$ cat config.mk
export PLATFORM = sky130hd
export DESIGN_NAME = alu_mul_sequencer_flat
export DESIGN_NICKNAME = d
export VERILOG_FILES = /design/src/rtl/alu_mul_sequencer_pkg.sv /design/src/rtl/alu_mul_sequencer_if.sv /design/src/rtl/alu_mul_sequencer_alu.sv /design/src/rtl/alu_mul_sequencer.sv /design/src/flat_wrapper.sv
export SDC_FILE = /design/constraint.sdc
export NUM_CORES = 1
export LEC_CHECK = 0
export CORE_MARGIN = 2
export CORE_UTILIZATION = 30
export CTS_BUF_LIST = sky130_fd_sc_hd__clkbuf_4
export CTS_CLUSTER_DIAMETER = 80
export DETAILED_ROUTE_END_ITERATION = 6
export PLACE_DENSITY = 0.56
export SLEW_MARGIN = 10
export SYNTH_ARGS = -nofsm -noshare
export SYNTH_HDL_FRONTEND = slang
export SYNTH_SLANG_ARGS = --single-unit
$ cat constraint.sdc
create_clock -name clk -period 5.8 [get_ports clk]
set_input_delay 0.87 -clock clk [delete_from_list [all_inputs] [get_ports clk]]
set_output_delay 0.87 -clock clk [all_outputs]
set_load 0.02 [all_outputs]
$ cat src/rtl/alu_mul_sequencer_pkg.sv
// Shared ALU definitions: opcode constants and data width, used by the
// existing ALU and by the multiply sequencer.
package alu_mul_sequencer_pkg;

  localparam int unsigned ALU_W = 32;

  localparam logic [2:0] ALU_OP_ADD = 3'b000;
  localparam logic [2:0] ALU_OP_SUB = 3'b001;
  localparam logic [2:0] ALU_OP_LSR = 3'b010;  // left shift
  localparam logic [2:0] ALU_OP_RSR = 3'b011;  // right shift

  typedef logic [ALU_W-1:0] word_t;

endpackage

$ cat src/rtl/alu_mul_sequencer_if.sv
// Operand/product handshake bundle for the multiply sequencer.
interface alu_mul_sequencer_if;
  import alu_mul_sequencer_pkg::*;

  logic  in_valid;
  logic  in_ready;
  word_t a;
  word_t b;
  logic  out_valid;
  logic  out_ready;
  word_t product;
  logic  busy;

  modport master (
    output in_valid, a, b, out_ready,
    input  in_ready, out_valid, product, busy
  );

  modport slave (
    input  in_valid, a, b, out_ready,
    output in_ready, out_valid, product, busy
  );
endinterface

$ cat src/rtl/alu_mul_sequencer_alu.sv
// Shared combinational ALU: add, subtract, left shift, right shift.
module alu_mul_sequencer_alu
  import alu_mul_sequencer_pkg::*;
(
  input  logic [2:0] i_op,
  input  word_t      i_in0,
  input  word_t      i_in1,
  output word_t      o_out
);

  // Pure combinational operation select; unknown opcodes yield zero.
  always_comb begin
    o_out = '0;
    case (i_op)
      ALU_OP_ADD: o_out = i_in0 + i_in1;
      ALU_OP_SUB: o_out = i_in0 - i_in1;
      ALU_OP_LSR: o_out = i_in0 << i_in1;
      ALU_OP_RSR: o_out = i_in0 >> i_in1;
      default:    o_out = '0;
    endcase
  end

endmodule

$ cat src/rtl/alu_mul_sequencer.sv
// Shift-and-add 32-bit unsigned multiplier that sequences the shared ALU
// across cycles (ADD for accumulate, LSR for multiplicand doubling).
module alu_mul_sequencer
  import alu_mul_sequencer_pkg::*;
#(
  parameter bit EARLY_EXIT = 1'b1
) (
  input logic               clk,
  input logic               reset_n,
  alu_mul_sequencer_if.slave bus
);

  typedef enum logic [2:0] {
    S_IDLE,
    S_EVAL,
    S_ADD,
    S_SHIFT,
    S_DONE
  } state_t;

  state_t     r_state;
  word_t      r_acc;
  word_t      r_mcand;
  word_t      r_mplier;
  logic [5:0] r_cnt;
  logic       r_in_ready;
  logic       r_out_valid;
  word_t      r_product;
  logic       r_busy;

  logic [2:0] w_alu_op;
  word_t      w_alu_in0;
  word_t      w_alu_in1;
  word_t      w_alu_out;
  logic       w_done_cond;

  assign w_done_cond = EARLY_EXIT ? (r_mplier == '0) : (r_cnt == 6'd32);

  // ALU operand/op mux: doubling of mcand in SHIFT, accumulate otherwise.
  always_comb begin
    w_alu_op  = ALU_OP_ADD;
    w_alu_in0 = r_acc;
    w_alu_in1 = r_mcand;
    if (r_state == S_SHIFT) begin
      w_alu_op  = ALU_OP_LSR;
      w_alu_in0 = r_mcand;
      w_alu_in1 = 32'd1;
    end
  end

  alu_mul_sequencer_alu u_alu (
    .i_op  (w_alu_op),
    .i_in0 (w_alu_in0),
    .i_in1 (w_alu_in1),
    .o_out (w_alu_out)
  );

  // Sequencer FSM; outputs are registered and updated on each transition.
  always_ff @(posedge clk) begin
    if (!reset_n) begin
      r_state     <= S_IDLE;
      r_acc       <= '0;
      r_mcand     <= '0;
      r_mplier    <= '0;
      r_cnt       <= '0;
      r_in_ready  <= 1'b1;
      r_out_valid <= 1'b0;
      r_product   <= '0;
      r_busy      <= 1'b0;
    end else begin
      case (r_state)
        S_IDLE: begin
          if (bus.in_valid) begin
            r_acc      <= '0;
            r_mcand    <= bus.a;
            r_mplier   <= bus.b;
            r_cnt      <= '0;
            r_in_ready <= 1'b0;
            r_busy     <= 1'b1;
            r_state    <= S_EVAL;
          end
        end
        S_EVAL: begin
          if (w_done_cond) begin
            r_out_valid <= 1'b1;
            r_product   <= r_acc;
            r_state     <= S_DONE;
          end else if (r_mplier[0]) begin
            r_state <= S_ADD;
          end else begin
            r_state <= S_SHIFT;
          end
        end
        S_ADD: begin
          r_acc   <= w_alu_out;
          r_state <= S_SHIFT;
        end
        S_SHIFT: begin
          r_mcand  <= w_alu_out;
          r_mplier <= r_mplier >> 1;
          r_cnt    <= r_cnt + 6'd1;
          r_state  <= S_EVAL;
        end
        S_DONE: begin
          if (bus.out_ready) begin
            r_out_valid <= 1'b0;
            r_product   <= '0;
            r_busy      <= 1'b0;
            r_in_ready  <= 1'b1;
            r_state     <= S_IDLE;
          end
        end
        default: r_state <= S_IDLE;
      endcase
    end
  end

  assign bus.in_ready  = r_in_ready;
  assign bus.out_valid = r_out_valid;
  assign bus.product   = r_product;
  assign bus.busy      = r_busy;

endmodule

$ cat src/flat_wrapper.sv
// flat-port wrapper written by rule: the top's interface ports become plain ports
module alu_mul_sequencer_flat import alu_mul_sequencer_pkg::*;
#(
  parameter bit EARLY_EXIT = 1'b1
)
  (clk, reset_n, bus_in_valid, bus_a, bus_b, bus_out_ready, bus_in_ready, bus_out_valid, bus_product, bus_busy);
  alu_mul_sequencer_if bus_i ();
  input logic clk;
  input logic reset_n;
  input wire logic [$bits(bus_i.in_valid)-1:0] bus_in_valid;
  input wire logic [$bits(bus_i.a)-1:0] bus_a;
  input wire logic [$bits(bus_i.b)-1:0] bus_b;
  input wire logic [$bits(bus_i.out_ready)-1:0] bus_out_ready;
  output wire logic [$bits(bus_i.in_ready)-1:0] bus_in_ready;
  output wire logic [$bits(bus_i.out_valid)-1:0] bus_out_valid;
  output wire logic [$bits(bus_i.product)-1:0] bus_product;
  output wire logic [$bits(bus_i.busy)-1:0] bus_busy;
  assign bus_i.in_valid = bus_in_valid;
  assign bus_i.a = bus_a;
  assign bus_i.b = bus_b;
  assign bus_i.out_ready = bus_out_ready;
  assign bus_in_ready = bus_i.in_ready;
  assign bus_out_valid = bus_i.out_valid;
  assign bus_product = bus_i.product;
  assign bus_busy = bus_i.busy;
  alu_mul_sequencer #(.EARLY_EXIT(EARLY_EXIT)) u_core (.clk(clk), .reset_n(reset_n), .bus(bus_i));
endmodule
# Word-level counts from Yosys, hierarchy flattened
# Cells that the tools add are included.
# totals
register_bits	134
latch_bits	0
ram_bits	0
romBits	0
inputBits	68
output_inout_bits	35
elab_cells	60
mem_count	0
# classes
n_addsub	2
multipliers	0
div	0
n_lt_le_gt_ge	0
n_eq_ne	10
shifts	2
n_mux	26
bitwise	0
reduce_logical	12
# ops
op	count
32-bit one-hot mux with 2 select lines	4
32-bit 2-to-1 mux	7
32-bit one-hot mux with 4 select lines	1
32-bit adder	1
32-bit logical NOT	1
32-bit by 32-bit << shifter with 32-bit output	1
32-bit by 32-bit right shift with 32-bit output	1
32-bit subtractor	1
3-bit one-hot mux with 5 select lines	1
3-bit by 2-bit == test with 1-bit output, second input constant	4
3-bit 2-to-1 mux	3
2-bit nonzero test	4
3-bit by 1-bit == test with 1-bit output, second input constant	2
3-bit logical NOT	2
1-bit 2-to-1 mux	6
1-bit one-hot mux with 2 select lines	3
2-bit AND reduction	3
3-bit AND reduction	2
2-bit inequality test, second input constant	2
3-bit == test, second input constant	1
2-bit 2-to-1 mux	1
2-bit by 1-bit inequality test with 1-bit output, second input constant	1

# Longest topological paths before layout
# Gate-level depths: netlist of run 1.
# depth
ltp_word	5
mapped_depth	19
ltp_nobuf	17

# Modules after synthesis
# A second synthesis of run 1 with hierarchy kept.
# hier_totals
hier_cells	1617
hier_area_um2	11892.7
# by_module_without_submodules
module	instances	cells_per_inst	area_each_um2	seq_area_each_um2
alu_mul_sequencer_alu	1	929	6053.3	0.0
alu_mul_sequencer	1	688	5839.4	2682.6

# Worst setup path after synthesis of run 1
# OpenSTA, ideal clock, no wires.
# synth_timing
kind	reg2reg
from	register u_core.r_mcand[0]
to	register u_core.r_acc[28]
setup_ns	0.143
t_arrival_ns	3.923
required_ns	5.657
setup_slack_ns	1.733
path_stages_with_launch	20
path_buffers	3
period_less_slack_ns	4.067
path_cell_list	dfxtp_1 -> buf_6 -> or4_4 -> buf_6 -> nor4_2 -> nand2b_1 -> nor2_1 -> nand2_1 -> o211ai_1 -> o21ai_0 -> ha_1 -> clkbuf_1 -> a21oi_1 -> o21bai_1 -> a211oi_1 -> a311oi_1 -> nor3b_1 -> o21ai_0 -> mux2i_1 -> o311ai_0
# synth_via
elab_chain_cells	4
word_cells_on_any_way	8
classes_between	2 x add/sub; 2 x shift; 4 x mux
# synth_lines
item	line_no	source
start: declaration	alu_mul_sequencer.sv:23	word_t r_mcand;
start signal: assignment	alu_mul_sequencer.sv:75	r_mcand <= bus.a;
start signal: assignment	alu_mul_sequencer.sv:99	r_mcand <= w_alu_out;
32-bit 2-to-1 mux	alu_mul_sequencer.sv:44	if (r_state == S_SHIFT) begin
32-bit subtractor, or another cell as far along	alu_mul_sequencer_alu.sv:16	ALU_OP_SUB: o_out = i_in0 - i_in1;
32-bit one-hot mux with 4 select lines (*)	alu_mul_sequencer_alu.sv:14	case (i_op)
32-bit one-hot mux with 2 select lines (*)	alu_mul_sequencer.sv:71	case (r_state)
end signal: assignment	alu_mul_sequencer.sv:95	r_acc <= w_alu_out;
end: declaration	alu_mul_sequencer.sv:22	word_t r_acc;
# Mark *: on every way between the ends. The rest lies on a longest branch, timed or not.
# A chain may end at the register's enable or synchronous reset.

# Worst setup path after layout of run 1
# layout_timing
from	register u_core.r_state[0]
to	register u_core.r_acc[31]
# layout_via
elab_chain_cells	5
word_cells_on_any_way	19
classes_between	2 x add/sub; 6 x eq/ne; 2 x shift; 5 x mux; 4 x reduce/logical
# layout_lines
item	line_no	source
start: declaration	alu_mul_sequencer.sv:21	state_t r_state;
start signal: assignment	alu_mul_sequencer.sv:61	r_state <= S_IDLE;
start signal: assignment	alu_mul_sequencer.sv:80	r_state <= S_EVAL;
start signal: assignment	alu_mul_sequencer.sv:87	r_state <= S_DONE;
3-bit by 2-bit == test with 1-bit output	alu_mul_sequencer.sv:44	
32-bit 2-to-1 mux or 2-bit 2-to-1 mux (tied branches)	alu_mul_sequencer.sv:44	
32-bit subtractor, or another cell as far along	alu_mul_sequencer_alu.sv:16	
32-bit one-hot mux with 4 select lines	alu_mul_sequencer_alu.sv:14	
32-bit one-hot mux with 2 select lines	alu_mul_sequencer.sv:71	
# Parallel ways exist; a longest one is shown, timed or not.

==> results of run 1 <==
## power by group
| group | total [mW] | internal, mW | switching [mW] |
|---|---|---|---|
| clock network | 0.687 | 0.301 | 0.386 |
| logic | 1.12 | 0.464 | 0.655 |
| registers | 1.11 | 1.01 | 0.105 |
| total | 2.92 | 1.77 | 1.15 |
## worst paths after layout
| kind | end | cells past startpoint | startpoint | slack (ns) |
|---|---|---|---|---|
| max | u_core.r_acc[31] | 13 | u_core.r_state[0] | 1.16 |
| min | u_core.r_acc[31] | 1 | u_core.r_acc[31] | 0.48 |
| max reg2reg | u_core.r_acc[31] | 13 | u_core.r_state[0] | 1.16 |
| min reg2reg | u_core.r_acc[31] | 1 | u_core.r_acc[31] | 0.48 |
## Yosys cell counts, drive strengths merged, types with 3 or more instances
| library cell | n |
|---|---|
| a21o | 14 |
| nor2b | 19 |
| nor3 | 18 |
| nand3 | 70 |
| a22oi | 7 |
| dfxtp | 134 |
| xnor2 | 23 |
| o211a | 58 |
| a22o | 31 |
| buf | 3 |
| nand2 | 257 |
| o21bai | 3 |
| o211ai | 9 |
| nor3b | 5 |
| ha | 31 |
| nand4 | 9 |
| or4 | 7 |
| or3 | 7 |
| o21ai | 42 |
| nor2 | 61 |
| mux2i | 11 |
| nand2b | 15 |
| a211oi | 6 |
| xor2 | 16 |
| inv | 11 |
| nor4 | 12 |
| clkbuf | 74 |
| and2 | 7 |
| a21oi | 58 |
| o21a | 11 |
## cells by family (layout without fill, tap and decap cells)
group | after synthesis | count (layout)
flops | 134 | 134
mux | 11 | 11
compound gates | 261 | 261
xor+xnor | 39 | 39
buf+inv | 88 | 158
fa+ha+maj | 32 | 32
other cells | 0 | 2
simple gates | 497 | 497
## sequential cells by signal, summed over array words and instances, names as in the netlist
name / flops
u_core.r_acc: 32
u_core.r_state: 3
u_core.bus.in_ready: 1
u_core.r_mcand: 32
u_core.bus.out_valid: 1
u_core.bus.product: 32
u_core.r_mplier: 32
u_core.bus.busy: 1
## layout make-up
cell class | instances | area (sq um) | area share [%]
Antenna cell | 2 | 5.005 | 0.05190
Multi-Input combinational cell | 840 | 5069 | 52.56
Inverter | 11 | 41.29 | 0.4282
Sequential cell | 134 | 2683 | 27.82
Tap cell | 341 | 426.7 | 4.425
Clock inverter | 15 | 177.7 | 1.842
Timing Repair Buffer | 115 | 1114 | 11.55
Clock buffer | 17 | 127.6 | 1.323
## per-stage QoR
stage               hold slack [ns]  cells  worst slack (ns)
floorplan                    0.4404   1062             1.733
global placement             0.4617   1441             1.350
detailed placement           0.4671   1441             1.244
CTS                          0.4900   1473             1.165
global route                 0.5078   1475            0.7429
finish                       0.4841   1475             1.156
## layer usage
layer | share of wire (%) | GRT usage, % | vias to the layer above | wire [um]
met3 | 4.7 | 2.774 | 18 | 1082
met2 | 43 | 24.88 | 210 | 9861
li1 | - | - | 3871 | -
met4 | 1.3 | 4.835 | 0 | 296
met1 | 51 | 23.91 | 3461 | 11860
met5 | 0 | 0 | - | 0
==> metrics.md, run 1 <==
| Metric | Value |
|---|---|
| Largest family of logic cells by synthesized area | simple AND/OR/NAND/NOR gates |
| Outcome | complete, no violations |
| Fmax | ~220 MHz |
| Post-CTS setup buffer count | 0 |
| EDFF count, synth | 0 |
| Setup TNS | 0 ns |
| RSZ-0062 raised after global routing | no |
| Synthesized-area fraction occupied by and/or/nand/nor cells | between 20% and 30% |
| Fin util | 36.08% |
| Post-synth top area cell | dfxtp_1 |
| Total routed wirelength | between 20000 and 25000 um |
| Adder-cell area share of the yosys netlist | under 10% |
| Most frequent cells in the layout | nand2_1 (256), dfxtp_1 (134), clkdlybuf4s50_1 (101) |
| Initial Util | 30.25% |
| FILL cells | 2810 |
| Power per cell area | a little over 300 mW/mm^2 |
| Routed wire per std cell | 15.66 um |
| Crit Path Class | flop to flop |
| Max-Cap Viols | 0 |
| Synth Flop Type | dfxtp_1 |
| Most common cell after layout, fill and taps aside | nand2_1 |
| Post-CTS resize count | 0 |
| Post-synth top area share | 33.18% |
| Vias in the first global route | 7078 |
| Gate count after technology mapping | between 1000 and 1500 |
| Top cells by area, synth | dfxtp_1 (33%), nand2_1 (12%), o211a_1 (7.2%), ha_1 (4.8%), nand3_1 (4.3%) |
| Worst-Skew Late Latency | 0.56 ns |
| Hold buffers post-CTS | 0 |
| Max Slew Vio Count | 0 |
| Post-Synth XOR/XNOR Area | 4.225% |
| Nets | 1219 |
| Worst setup EP type | flop |
| Share of layout cells above drive strength 1 | 5.300% |
| Worst Tran Pin Value | approximately 1.2 ns |
| Worst-path clk slew | 0.13 ns |
| First-pass GRT wire length | between 30000 and 40000 um |
| Time the worst path needs with I/O delays and setup | 4.644 ns |
| Synth Warn # | 0 |
| Critical Path RT | approximately 6.3 ns |
| DP Area | between 0.009 and 0.01 sq mm |
| Die height | 168.2 um |
| Root Driver | clkbuf_4 |
| Worst hold path class | flop to flop |
| # IOs | 103 |
| Placed wire-length estimate | around 17000 um |
| Post-synth cell types | 59 |
| Async SR Flop Fraction | 0% |
| CP top delay family | compound AO/OA/AOI/OAI gates |
| Crit start category | flop |
| Count of state elements after synthesis | around 130 |
| Design area | slightly below 0.01 sq mm |
| Leakage | around 4.4 nW |
| Compound-Gate Fraction of Synth Area | a little under a quarter |
| TritonCTS clock tree | built |
| Routed Antenna Nets | 0 |
| Clock Skew | 0.02055 ns |
| Detailed Route Iter0 Violations | just under 600 |
| Tot Pwr | 2.918 mW |
| Initial antenna violation count | 1 |
| Core area | ~0.027 sq mm |
| Die Wd | 168.2 um |
| Crit path max-delay cell type | nand3b_1 |
| Num CTS Buffers | 17 |
| P&R area growth vs syn | 19.28% |
| Hold Vio Cnt, Final | 0 |
| Mux cell area share after synthesis | under 10% |
| Post-synthesis net count | 1162 |
| Global Route Usage Sum | 16.44% |
| Max VDD drop | 0.1165 mV |
| WP data arrival | between 5 and 6 ns |
| Vias | 7560 |
| H-tree depth | 4 |
| Max stage delay on crit path | between 0.9 and 1 ns |
| PortBufs | 102 |
| Grt ovf | 0 |
| Rows | 60 |
| Pin count of the biggest net entering global routing | 62 |
| DRC | 0 |
| Final GP Congestion | 0.8722 |
| Worst-path cell chain | nand3b_1 > buf_4 > nand3_1 > o21ai_0 > ha_1 > a21oi_1 > o22ai_1 > a311oi_1 > a211oi_1 > o21a_1 > o21a_1 > o31a_1 > mux2i_1 |
| Sink Count | 134 |
| Final period utilization | around four fifths |
| Final setup violation count | 0 |
| Slew headroom | ~20% |
| TritonRoute pass-1 iters | 6 |
| Die area | 0.02828 sq mm |
| DR vias/cell | 5.125 |
| Crit-path most repeated cell | o21a_1 |
| Clk buf depth | 2 |
| Peak fanout along the critical path | 26 |
| Netlist Area Pre-Place | 0.008084 sq mm |
| Register area share after synthesis | roughly 33% |
| Mean Syn Cell Area | 7.612 sq um |
| Worst path bufs/invs | 1 |
No activity file was read; power rests on OpenSTA's default activity.
==> run 2: changes to the inputs <==
--- a/config.mk
+++ b/config.mk
@@ -10,7 +10,7 @@
 export CTS_BUF_LIST = sky130_fd_sc_hd__clkbuf_4
 export CTS_CLUSTER_DIAMETER = 80
 export DETAILED_ROUTE_END_ITERATION = 6
-export PLACE_DENSITY = 0.56
+export PLACE_DENSITY = 0.57
 export SLEW_MARGIN = 10
 export SYNTH_ARGS = -nofsm -noshare
 export SYNTH_HDL_FRONTEND = slang
==> constraint.sdc (replaced) <==
create_clock -name clk -period 4.1 [get_ports clk]
set_input_delay 0.615 -clock clk [delete_from_list [all_inputs] [get_ports clk]]
set_output_delay 0.615 -clock clk [all_outputs]
set_load 0.02 [all_outputs]
==> run 2 against run 1 <==
Against the previous run:
- first-iteration DRC count shrank 15%
- non-clock buffer count up 42
- setup slack worse by 0.93 ns
- routed wire length up 1.4%
- global-route usage rose by 0.38 points
- sequential power increased by 40%
- cell count is 2.8% higher
- final area up 4.4%
- critical endpoint is now u_core.r_acc[23]
==> metrics.md, run 2 (same netlist as run 1, synthesis figures left out) <==
| Metric | Value |
|---|---|
| Pre-CTS setup slack | 0.004157 ns (-1.240 ns) |
| Time the worst path needs with I/O delays and setup | 3.878 ns (-0.7664 ns) |
| Root Driver | clkbuf_4 |
| R2R depth | 15 (+2) |
| Peak fanout along the critical path | 10 (-62%) |
| Die height | 168.2 um (unchanged) |
| Clock Skew | 0.03118 ns (+0.01063 ns) |
| WHS Path Cells | 2 (+1) |
| Worst-Skew Late Latency | 0.57 ns (about the same) |
| Total routed wirelength | 23430 um (+1.4%) |
| Pin count of the biggest net entering global routing | 80 (+29%) |
| Max-Cap Viols | 0 (unchanged) |
| H-tree depth | 4 (unchanged) |
| Most frequent cells in the layout | nand2_1 (254), dfxtp_1 (133), clkdlybuf4s50_1 (101) |
| TritonRoute pass-1 iters | 5 (-1) |
| WP data arrival | 4.36 ns (-0.76 ns) |
| Crit start category | flop |
| Worst-path clk slew | 0.14 ns (about the same) |
| Placed wire-length estimate | 17160 um (+2.2%) |
| Combinational share of power | 41.3% (+3.0 points) |
| Most common cell after layout, fill and taps aside | nand2_1 |
| Post-placement cell count | 1478 (+2.6%) |
| Detailed Route Iter0 Violations | 495 (-15%) |
| Switching power total | 1.650 mW (+44%) |
| Nets | 1261 (+3.4%) |
| Sink Count | 134 (unchanged) |
| Final WS setup | 0.2223 ns (-0.9336 ns) |
| Leakage | 4.631 nW (+5.3%) |
| Final setup violation count | 0 (unchanged) |
| Worst reg2reg endpoint | u_core.r_acc[23] |
| Worst hold path class | input pin to flop |
| Pint | 2.630 mW (+48%) |
| DRC | 0 (unchanged) |
| Max VDD drop | 0.1858 mV (+59%) |
| Clk pwr share | 22.4% (-1.2 points) |
| Routed Antenna Nets | 0 (unchanged) |
| Outcome | complete, no violations |
| Core area | 0.02673 sq mm (unchanged) |
| Worst setup EP type | flop |
| TritonCTS clock tree | built |
| Critical Path RT | 4.58 ns (-1.70 ns) |
| First-pass GRT wire length | 38720 um (+3.1%) |
| Die area | 0.02828 sq mm (unchanged) |
| Fmax | 257.9 MHz (+20%) |
| Worst Tran Pin Value | 0.7176 ns (-0.4776 ns) |
| R2r startpoint | u_core.r_mcand[5] |
| Crit Path Class | flop to flop |
| DR vias/cell | 5.026 (-1.9%) |
| Finished Layout Cells | 1517 (+2.8%) |
| Initial antenna violation count | 1 (unchanged) |
| Num CTS Buffers | 17 (unchanged) |
| Power per cell area | 425.0 mW/mm^2 (+40%) |
| PortBufs | 102 (unchanged) |
| P&R area growth vs syn | 24.56% |
| Rows | 60 (unchanged) |
| Die Wd | 168.2 um (unchanged) |
| Flop pwr share | 36.3% (-1.8 points) |
| Global Route Usage Sum | 16.82% (+0.38 points) |
| Routed wire per std cell | 15.44 um (-1.4%) |
| Hold Vio Cnt, Final | 0 (unchanged) |
| Vias in the first global route | 7340 (+3.7%) |
| Initial Util | 30.25% (unchanged) |
| Grt ovf | 0 (unchanged) |
| Share of layout cells above drive strength 1 | 10.14% (+4.8 points) |
| # IOs | 103 (unchanged) |
| Slew headroom | 52.16% (+32 points) |
| Final GP Congestion | 0.8819 (+1.1%) |
| FILL cells | 2831 (+0.75%) |
| Max Slew Vio Count | 0 (unchanged) |
| Hold path endpoint | u_core.bus.product[0] |
| Reg2Reg Setup Slack | 0.22 ns (-0.93 ns) |
| Final period utilization | 94.58% (+15 points) |
| Vias | 7624 (+0.85%) |
| Sw Ratio | 38.55% (-0.73 points) |
| Clk buf depth | 2 (unchanged) |
| Hold Crit Start | reset_n |
## run 2: final cells by class
cell class	count	area [sq um]	share of cell area [%]
Multi-Input combinational cell	840	5161	51.25
Inverter	11	41.29	0.4100
Timing Repair Buffer	157	1454	14.44
Clock buffer	18	135.1	1.342
Clock inverter	14	160.2	1.590
Antenna cell	2	5.005	0.04970
Sequential cell	134	2686	26.68
Tap cell	341	426.7	4.237
## run 2: how the worst max path moves through the flow
stage	from	to	slack, ns	cells past startpoint
3_5_place_dp	u_core.r_mcand[0]	u_core.r_acc[28]	0.004	16
2_1_floorplan	u_core.r_mcand[0]	u_core.r_acc[28]	0.03	19
5_1_grt	u_core.r_mcand[5]	u_core.r_acc[31]	-0.008	16
6_report	u_core.r_mcand[5]	u_core.r_acc[23]	0.22	15
4_1_cts	u_core.r_mcand[5]	u_core.r_acc[28]	0.04	17
3_3_place_gp	u_core.r_mcand[0]	u_core.r_acc[28]	0.07	16
## run 2: worst max-delay path: stages (launching register included)
cell and delay [ns]:
dfxtp_4 0.38, or4_4 0.54, nor4_4 0.27, nand2b_1 0.13, nor2_2 0.19, nand2_4 0.10, or3_1 0.31, a21oi_1 0.17
ha_1 0.30, nand2_2 0.09, o22ai_1 0.08, a311oi_2 0.33, a211oi_2 0.15, buf_4 0.16, or3_1 0.34, a32o_1 0.25
## run 2: per-layer routing
| layer | routed length, um | track usage, % | vias up |
|---|---|---|---|
| met5 | 0 | 0 | - |
| met4 | 498 | 5.735 | 0 |
| met3 | 950 | 2.797 | 35 |
| met2 | 9943 | 25.60 | 170 |
| met1 | 12040 | 24.07 | 3468 |
| li1 | - | - | 3951 |
## run 2: power by group through the flow
stage / Sequential [mW] / Clock, mW / Combinational, mW
final: 1.55 / 0.957 / 1.77
after global routing: 1.58 / 1.04 / 1.98
after CTS: 1.55 / 0.989 / 1.72
after detailed placement: 1.58 / 0 / 1.71
after global placement: 1.58 / 0 / 1.71
after floorplan: 1.55 / 0 / 1.23
## run 2: through the flow
| stage | instance area (sq um) | setup TNS, ns | hold slack (ns) | power (mW) | utilization [%] |
|---|---|---|---|---|---|
| after global placement | 9635 | 0 | 0.4379 | 3.286 | 36.05 |
| after global routing | 10070 | -0.008194 | 0.4268 | 4.598 | 37.68 |
| after floorplan | 8084 | 0 | 0.4404 | 2.774 | - |
| after detailed placement | 9635 | 0 | 0.4538 | 3.289 | 36.05 |
| final | 10070 | 0 | 0.4587 | 4.280 | 37.68 |
| after CTS | 9942 | 0 | 0.4189 | 4.263 | 37.20 |
## run 2: timing repair
action	4_1_cts	5_1_grt
buffers inserted	0	5
pin swaps	0	11
resized for setup	2	24
hold buffers	0	0
endpoints found under the setup margin	2	12
==> run 3: changes to the inputs <==
--- a/config.mk
+++ b/config.mk
@@ -5,6 +5,7 @@
 export SDC_FILE = /design/constraint.sdc
 export NUM_CORES = 1
 export LEC_CHECK = 0
+export CORE_ASPECT_RATIO = 0.6
 export CORE_MARGIN = 2
 export CORE_UTILIZATION = 30
 export CTS_BUF_LIST = sky130_fd_sc_hd__clkbuf_4
==> run 3 against run 2 <==
Against the previous run:
- routed wire length is 9.3% higher
- non-clock buffer count is 23 higher
- largest cell class unchanged
- worst hold slack better by 0.0051 ns
- final area grew 2.5%
- power is 4.3% higher
- via count is 4.0% higher
==> metrics.md, run 3 (same netlist as run 1, synthesis figures left out) <==
| Metric | Value |
|---|---|
| Num CTS Buffers | 17 (unchanged) |
| Crit start category | flop |
| Global Route Usage Sum | 18.56% (+1.7 points) |
| Tot Pwr | 4.464 mW (+4.3%) |
| First-pass GRT wire length | 41760 um (+7.9%) |
| Share of layout cells above drive strength 1 | 12.37% (+2.2 points) |
| Final setup violation count | 0 (unchanged) |
| Slew headroom | 49.43% (-2.7 points) |
| Outcome | complete, no violations |
| PortBufs | 102 (unchanged) |
| Worst-Skew Late Latency | 0.60 ns (+0.03 ns) |
| Worst path bufs/invs | 1 (unchanged) |
| WP data arrival | 4.35 ns (about the same) |
| Busiest grt layer | met1 |
| Worst-path cell chain | or4_4 > nor4_4 > nand2b_1 > nor2_2 > nand2_4 > nand2_1 > o21ai_0 > o2bb2ai_1 > ha_2 > o211ai_1 > a21oi_2 > nor2_1 > a311oi_2 > nor3b_1 > buf_4 > o21ai_2 > mux2i_1 > o311ai_0 |
| Clk buf depth | 2 (unchanged) |
| Placed wire-length estimate | 18890 um (+10%) |
| Time the worst path needs with I/O delays and setup | 3.882 ns (+0.004651 ns) |
| Max Slew Vio Count | 0 (unchanged) |
| Routed wire per std cell | 16.46 um (+6.6%) |
| P&R area growth vs syn | 27.63% |
| H-tree depth | 4 (unchanged) |
| Core area | 0.02648 sq mm (-0.94%) |
| Initial antenna violation count | 0 (-1) |
| Leakage | 4.764 nW (+2.9%) |
| Worst-path clk slew | 0.13 ns (about the same) |
| Antenna Cells | 0 (-2) |
| DRC | 0 (unchanged) |
| Die area | 0.02832 sq mm (+0.15%) |
| DR vias/cell | 5.095 (+1.4%) |
| Clock Skew | 0.01950 ns (-0.01168 ns) |
| Sink Count | 134 (unchanged) |
| Crit Path Class | flop to flop |
| Met3 usage | 3.843% (+1.0 points) |
| Most frequent cells in the layout | nand2_1 (254), dfxtp_1 (134), clkdlybuf4s50_1 (101) |
| Die height | 131.2 um (-22%) |
| TritonRoute pass-1 iters | 5 (unchanged) |
| TritonCTS clock tree | built |
| Worst hold path class | input pin to flop |
| Routed Antenna Nets | 0 (unchanged) |
| Worst setup EP type | flop |
| Root Driver | clkbuf_4 |
| Hold Vio Cnt, Final | 0 (unchanged) |
| Final GP Congestion | 0.8684 (-1.5%) |
| Pin count of the biggest net entering global routing | 70 (-13%) |
| Detailed Route Iter0 Violations | 644 (+30%) |
| Critical Path RT | 4.57 ns (about the same) |
| Peak fanout along the critical path | 8 (-2) |
| Vias in the first global route | 7533 (+2.6%) |
| Initial Util | 30.53% (+0.29 points) |
| FILL cells | 2787 (-1.6%) |
| Most common cell after layout, fill and taps aside | nand2_1 |
| CP top delay family | simple AND/OR/NAND/NOR gates |
| Max VDD drop | 0.1855 mV (-0.17%) |
| Nets | 1284 (+1.8%) |
| Worst Tran Pin Value | 0.7586 ns (+0.04102 ns) |
| Crit path max-delay cell type | or4_4 |
| Grt ovf | 0 (unchanged) |
| Rows | 46 (-23%) |
| Die Wd | 215.9 um (+28%) |
| Max-Cap Viols | 0 (unchanged) |
| Routing usage on met2 | 25.28% (-0.32 points) |
| Fin util | 38.97% (+1.3 points) |
| Power per cell area | 432.7 mW/mm^2 (+1.8%) |
| Final period utilization | 94.69% (+0.11 points) |
| Max stage delay on crit path | 0.56 ns (+0.02 ns) |
| # IOs | 103 (unchanged) |
| Vias | 7928 (+4.0%) |
| Fmax | 257.6 MHz (-0.12%) |
| Global Route met1 Usage | 29.09% (+5.0 points) |
| Total routed wirelength | 25610 um (+9.3%) |
-- run 3: worst reg2reg max path: stages, from the launching register on --
cell	delay, ns
dfxtp_1	0.32
or4_4	0.56
nor4_4	0.25
nand2b_1	0.12
nor2_2	0.19
nand2_4	0.10
nand2_1	0.07
o21ai_0	0.08
o2bb2ai_1	0.14
ha_2	0.40
o211ai_1	0.15
a21oi_2	0.18
nor2_1	0.08
a311oi_2	0.37
nor3b_1	0.10
buf_4	0.17
o21ai_2	0.15
mux2i_1	0.19
o311ai_0	0.14
-- run 3: layout make-up --
type                            count  area (sq um)  share of cell area [%]
Clock inverter                     12         176.4                   1.710
Multi-Input combinational cell    840          5206                   50.46
Sequential cell                   134          2683                   26.00
Timing Repair Buffer              180          1618                   15.68
Clock buffer                       19         142.6                   1.382
Inverter                           11         41.29                  0.4002
Tap cell                          360         450.4                   4.366
-- run 3: final timing paths --
| check | slack, ns | depth (start not counted) | to | startpoint |
|---|---|---|---|---|
| setup / recovery | 0.22 | 18 | u_core.r_acc[28] | u_core.r_mcand[6] |
| hold / removal | 0.46 | 2 | u_core.r_mcand[18] | reset_n |
| setup reg to reg | 0.22 | 18 | u_core.r_acc[28] | u_core.r_mcand[6] |
| hold reg to reg | 0.49 | 1 | u_core.bus.in_ready | u_core.bus.in_ready |
-- run 3: repair_timing --
action / in CTS / in global routing
setup endpoints to repair: 2 / 12
setup buffers: 0 / 9
hold buffers: 0 / 0
resized for setup: 7 / 29
pin swaps: 1 / 19
-- run 3: metrics by stage --
stage / area, sq um / setup TNS [ns] / setup slack (ns) / cells / hold WS (ns)
finish: 10320 / 0 / 0.2177 / 1556 / 0.4638
global route: 10320 / -0.006933 / -0.006933 / 1556 / 0.4243
CTS: 10140 / 0 / 0.0001683 / 1547 / 0.3889
detailed placement: 9789 / -0.2158 / -0.1559 / 1516 / 0.4634
global placement: 9789 / -0.04550 / -0.04550 / 1516 / 0.4631
floorplan: 8084 / 0 / 0.03342 / 1062 / 0.4404
-- run 3: where the power goes --
group | switching (mW) | internal, mW
Sequential | 0.117 | 1.42
Clock | 0.521 | 0.495
Combinational | 1.07 | 0.839
-- run 3: per-layer routing --
| layer | up-vias | routed length, um |
|---|---|---|
| li1 | 4014 | - |
| met5 | - | 0 |
| met4 | 0 | 246 |
| met3 | 20 | 1296 |
| met2 | 206 | 10030 |
| met1 | 3688 | 14040 |
